===== config.mk =====
export PLATFORM = sky130hd
export DESIGN_NAME = fifo_wr_seq
export DESIGN_NICKNAME = d
export VERILOG_FILES = /design/src/rtl/fifo_wr_seq.sv
export SDC_FILE = /design/constraint.sdc
export NUM_CORES = 1
export LEC_CHECK = 0
export CORE_MARGIN = 5
export CORE_UTILIZATION = 30
export DETAILED_ROUTE_END_ITERATION = 8
export SYNTH_ARGS = -nofsm -noshare
export SYNTH_HDL_FRONTEND = slang
export SYNTH_SLANG_ARGS = --single-unit

===== constraint.sdc =====
create_clock -name W_CLK -period 1.7 [get_ports W_CLK]
set_clock_uncertainty 0.2 [all_clocks]
set_input_delay 0.34 -clock W_CLK [delete_from_list [all_inputs] [get_ports W_CLK]]
set_output_delay 0.34 -clock W_CLK [all_outputs]
set_load 0.01 [all_outputs]

===== src/rtl/fifo_wr_seq.sv =====
// fifo_wr_seq: accepts a packed multi-word request and pushes its words into
// an async FIFO write port one per cycle, word 0 first, stalling while full.
// Also keeps a sticky illegal-length flag and a saturating stall counter.
module fifo_wr_seq #(
    parameter int DATA_WIDTH = 8,
    parameter int NUM_BYTES  = 2,
    localparam int LEN_W     = $clog2(NUM_BYTES) + 1
) (
    input  logic                            W_CLK,
    input  logic                            W_RST,
    input  logic                            req_valid,
    input  logic [DATA_WIDTH*NUM_BYTES-1:0] req_data,
    input  logic [LEN_W-1:0]                req_len,
    output logic                            req_ready,
    input  logic                            full,
    output logic                            W_inc,
    output logic [DATA_WIDTH-1:0]           W_data,
    output logic                            busy,
    output logic                            done,
    input  logic                            clr_err,
    output logic                            len_err,
    output logic [7:0]                      stall_cnt
);

    typedef enum logic {IDLE = 1'b0, SEND = 1'b1} state_t;

    localparam logic [LEN_W-1:0] MAX_LEN = LEN_W'(NUM_BYTES);
    localparam logic [LEN_W-1:0] ONE     = LEN_W'(1);

    state_t                          state_q;
    state_t                          state_d;
    logic [DATA_WIDTH*NUM_BYTES-1:0] shreg;
    logic [LEN_W-1:0]                cnt;
    logic                            len_ok;
    logic                            accept;
    logic                            write;
    logic                            last;

    // Saturating increment so the stall counter parks at 255 instead of wrapping.
    function automatic logic [7:0] sat_inc(input logic [7:0] v);
        return (v == 8'hFF) ? v : v + 8'd1;
    endfunction

    assign len_ok = (req_len != '0) && (req_len <= MAX_LEN);
    assign accept = (state_q == IDLE) && req_valid && len_ok;
    assign write  = (state_q == SEND) && !full;
    assign last   = write && (cnt == ONE);

    // State register.
    always_ff @(posedge W_CLK or negedge W_RST) begin
        if (!W_RST) state_q <= IDLE;
        else        state_q <= state_d;
    end

    // Next state: leave IDLE on a legal request, return once the last word is written.
    always_comb begin
        state_d = state_q;
        case (state_q)
            IDLE:    if (accept) state_d = SEND;
            SEND:    if (last)   state_d = IDLE;
            default: state_d = IDLE;
        endcase
    end

    // Outputs decoded from state; the write enable follows full combinationally.
    always_comb begin
        req_ready = (state_q == IDLE);
        busy      = (state_q == SEND);
        W_inc     = (state_q == SEND) && !full;
        W_data    = shreg[DATA_WIDTH-1:0];
    end

    // Payload shift register and remaining-word count; held while full.
    always_ff @(posedge W_CLK or negedge W_RST) begin
        if (!W_RST) begin
            shreg <= '0;
            cnt   <= '0;
        end else if (accept) begin
            shreg <= req_data;
            cnt   <= req_len;
        end else if (write) begin
            shreg <= shreg >> DATA_WIDTH;
            cnt   <= cnt - ONE;
        end
    end

    // One-cycle done pulse following the final write of a request.
    always_ff @(posedge W_CLK or negedge W_RST) begin
        if (!W_RST) done <= 1'b0;
        else        done <= last;
    end

    // Sticky length error and stall counter; a clear beats a same-cycle set.
    always_ff @(posedge W_CLK or negedge W_RST) begin
        if (!W_RST) begin
            len_err   <= 1'b0;
            stall_cnt <= 8'd0;
        end else if (clr_err) begin
            len_err   <= 1'b0;
            stall_cnt <= 8'd0;
        end else begin
            if ((state_q == IDLE) && req_valid && !len_ok) len_err <= 1'b1;
            if ((state_q == SEND) && full) stall_cnt <= sat_inc(stall_cnt);
        end
    end

endmodule


==> results.sh, run 1 <==
export IMPL_cp_endpoint="stall_cnt[1]"
export IMPL_drtIter0Drc=65
export IMPL_maxCapViolCount=0
export IMPL_cts_inserted_buffers=5
export IMPL_crit_chain="buf_4 -> dlygate4sd2_1"
export IMPL_synth_edf_count=0
export IMPL_fill_cells=490
export IMPL_grt_max_degree=30
export IMPL_yosys_area_top_type="dfrtp_1"
export IMPL_cts_buffer_depth=2
export IMPL_cts_tree="yes"
export IMPL_async_reset_ff_share_pct=100
export IMPL_synthDominantCellAreaShare_pct=47.0
export IMPL_r2r_cells=4
export IMPL_cp_data_required_time_ps=1160
export IMPL_vias=1380
export IMPL_final_hold_viol_count=0
export IMPL_p_leak_nw=1.14
export IMPL_gp_congestion=0.784
export IMPL_pin_count=44
export IMPL_drv_slew=0
export IMPL_powerDensity_nw_per_um2=1180
export IMPL_final_cells=291
export IMPL_antenna_found_initial=0
export IMPL_finalNetCount=245
export IMPL_crit_start="stall_cnt[1]$_DFFE_PN0P_"
export IMPL_grt_busiest_layer="met2"
export IMPL_die_w_um=81.7
export IMPL_ys_seq_area_share_pct=47.0
export IMPL_synthCells=154
export IMPL_outcome="finished, final reports clean"
export IMPL_cts_sinks=29
export IMPL_tightestPinTransition_ps=397
export IMPL_setup_viol=0
export IMPL_dieArea_sq_um=6680
export IMPL_die_y_um=81.7
export IMPL_ys_top_cells_by_area="dfrtp_1, a221o_1, and2_1"
export IMPL_critPathTopFamily="buffers and inverters"
export IMPL_most_common_layout_cells="dfrtp_1, buf_4, dlygate4sd2_1"
export IMPL_met1_usage_pct=17.4
export IMPL_start_util_pct=30.6
export IMPL_core_area_sq_um=5040
export IMPL_crit_slowest_cell="dfrtp_1"
export IMPL_rrSetupSlack_ps=70
export IMPL_finalWorstSetupSlack_ps=59.5
export IMPL_pre_cts_ws_ps=-438
export IMPL_n_antenna_cell=0
export IMPL_cts_root_buf="clkbuf_8"
export IMPL_p_total_w=0.00279
export IMPL_min_path_type="in2async"
export IMPL_num_rows=26
export IMPL_wire_per_inst_um=14.1
export IMPL_port_buffers=43
export IMPL_worstPathBufferInverterCount=2
export IMPL_arrival_ps=1100
export IMPL_synth_cell_types=35
export IMPL_whs_ps=217
export IMPL_drc=0
export IMPL_synth_area_sq_um=1540
export IMPL_synth_seq_cells=29
export IMPL_dpl_hpwl_um=2840
export IMPL_drive_gt1_share_pct=27.6
export IMPL_track_usage_pct=13.7
export IMPL_grt_pass1_wl_um=6960
export IMPL_use_met2_pct=22.1
export IMPL_max_vdd_ir_drop_uv=550
export IMPL_grt_ovfl_total=0
export IMPL_clkLatencyLatePin_ps=280
export IMPL_fmax_mhz=610
export IMPL_syn_nets=179
export IMPL_grt_pass1_vias=1431
export IMPL_reg2reg_to="stall_cnt[3]$_DFFE_PN0P_"
export IMPL_cp_num_cells=2
export IMPL_fin_crit_sh_pct=96.5
export IMPL_maxSlewHeadroom_pct=73.6
export IMPL_cp_start_kind="flop"
export IMPL_synthFlopType="dfrtp_1"
export IMPL_firstDrtPassIters=4
export IMPL_cts_max_level=2
export IMPL_gr_usage_met3_pct=3.84
export IMPL_vias_per_cell=4.74
export IMPL_fin_crit_ps=1640
export IMPL_crit_type="reg2out"
export IMPL_wirelength_um=4090
export IMPL_cpPeakStageDelay_ps=390
export IMPL_ys_warn_count=0
export IMPL_postRouteAntennaNets=0
export IMPL_cts_clk_slew_worst_paths_ps=60
export IMPL_syn_area_per_cell_sq_um=10.0
export IMPL_area_growth_pct=53.0
export IMPL_path_max_fanout=4
export IMPL_r2r_start="stall_cnt[0]$_DFFE_PN0P_"
export IMPL_cp_end_kind="primary output"
export IMPL_placed_cells=277
layer usage:
| metal | share of wire (%) | routed length, um | vias to the layer above |
|---|---|---|---|
| met4 | 1.6 | 64 | 0 |
| met5 | 0 | 0 | - |
| met1 | 46 | 1860 | 654 |
| met2 | 45 | 1850 | 43 |
| li1 | - | - | 676 |
| met3 | 7.6 | 312 | 7 |
cells by family after synthesis:
logic type / after synthesis / share of synthesized area (%)
adders and majority gates: 2 / 1.62
buffers and inverters: 23 / 9.00
AOI/OAI and AO/OA: 37 / 16.5
xor gates and xnor gates: 3 / 2.92
and+or+nand+nor: 56 / 20.0
muxes: 4 / 2.84
DFF: 29 / 47.0
how the worst min path moves through the flow:
stage	startpoint	slack (ps)	to
floorplan	W_RST	-160	busy$_DFF_PN0_
global placement	len_err$_DFFE_PN0P_	290	len_err$_DFFE_PN0P_
detailed placement	len_err$_DFFE_PN0P_	290	len_err$_DFFE_PN0P_
CTS	W_RST	220	shreg[10]$_DFFE_PN0P_
global route	W_RST	230	shreg[4]$_DFFE_PN0P_
finish	W_RST	220	shreg[10]$_DFFE_PN0P_
state kept, by name, summed over array words and instances, names as in the netlist:
| name | count |
|---|---|
| len_err | 1 |
| busy | 1 |
| cnt | 2 |
| shreg | 16 |
| stall_cnt | 8 |
| done | 1 |
layout make-up:
| type | instances | area, sq um | area share [%] |
|---|---|---|---|
| multi-input combinational | 102 | 739 | 31.3 |
| sequential | 29 | 727 | 30.8 |
| timing repair buffer | 75 | 664 | 28.1 |
| tap | 70 | 87.6 | 3.71 |
| clock buffer | 7 | 86.3 | 3.66 |
| clock inverter | 1 | 30.0 | 1.27 |
| inverter | 7 | 26.3 | 1.11 |
synthesized netlist by cell type, types with 3 or more instances:
cell type	count
nand3_1	10
a21oi_1	10
nor2b_1	5
a221o_1	8
clkbuf_1	6
mux2_2	3
buf_4	8
inv_1	7
nand2_1	10
o21ai_0	8
nand2b_1	4
dfrtp_1	29
nor2_1	5
and2_1	12
what timing repair did:
action | in CTS | in global routing
pin swaps | 2 | 3
hold buffers | 0 | 0
gates resized for setup | 33 | 10
endpoints found under the setup margin | 31 | 20
setup buffers | 7 | 0
per-stage QoR:
step	utilization [%]	instance area [sq um]	setup TNS [ps]
global route	46.8	2360	-5.84
detailed placement	43.2	2180	-7100
CTS	46.6	2350	0
finish	46.8	2360	0
global placement	43.2	2180	-6480
floorplan	-	1560	0
power breakdown:
group	total [W]	internal (W)	leakage, nW	switching (W)
sequential	0.000986	0.000879	0.385	0.000107
combinational	0.00105	0.000568	0.699	0.000486
clock	0.000754	0.000477	0.0585	0.000276
total	0.00279	0.00193	1.14	0.000869
Power figures use the tool's default switching activity.
==> run 2, diff against run 1 <==
--- a/config.mk
+++ b/config.mk
@@ -7,6 +7,7 @@
 export LEC_CHECK = 0
 export CORE_MARGIN = 5
 export CORE_UTILIZATION = 30
+export CTS_CLUSTER_DIAMETER = 120
 export DETAILED_ROUTE_END_ITERATION = 8
 export SYNTH_ARGS = -nofsm -noshare
 export SYNTH_HDL_FRONTEND = slang
==> results of run 2 <==
No change in the layout: final DEF, timing and power equal those of run 1.
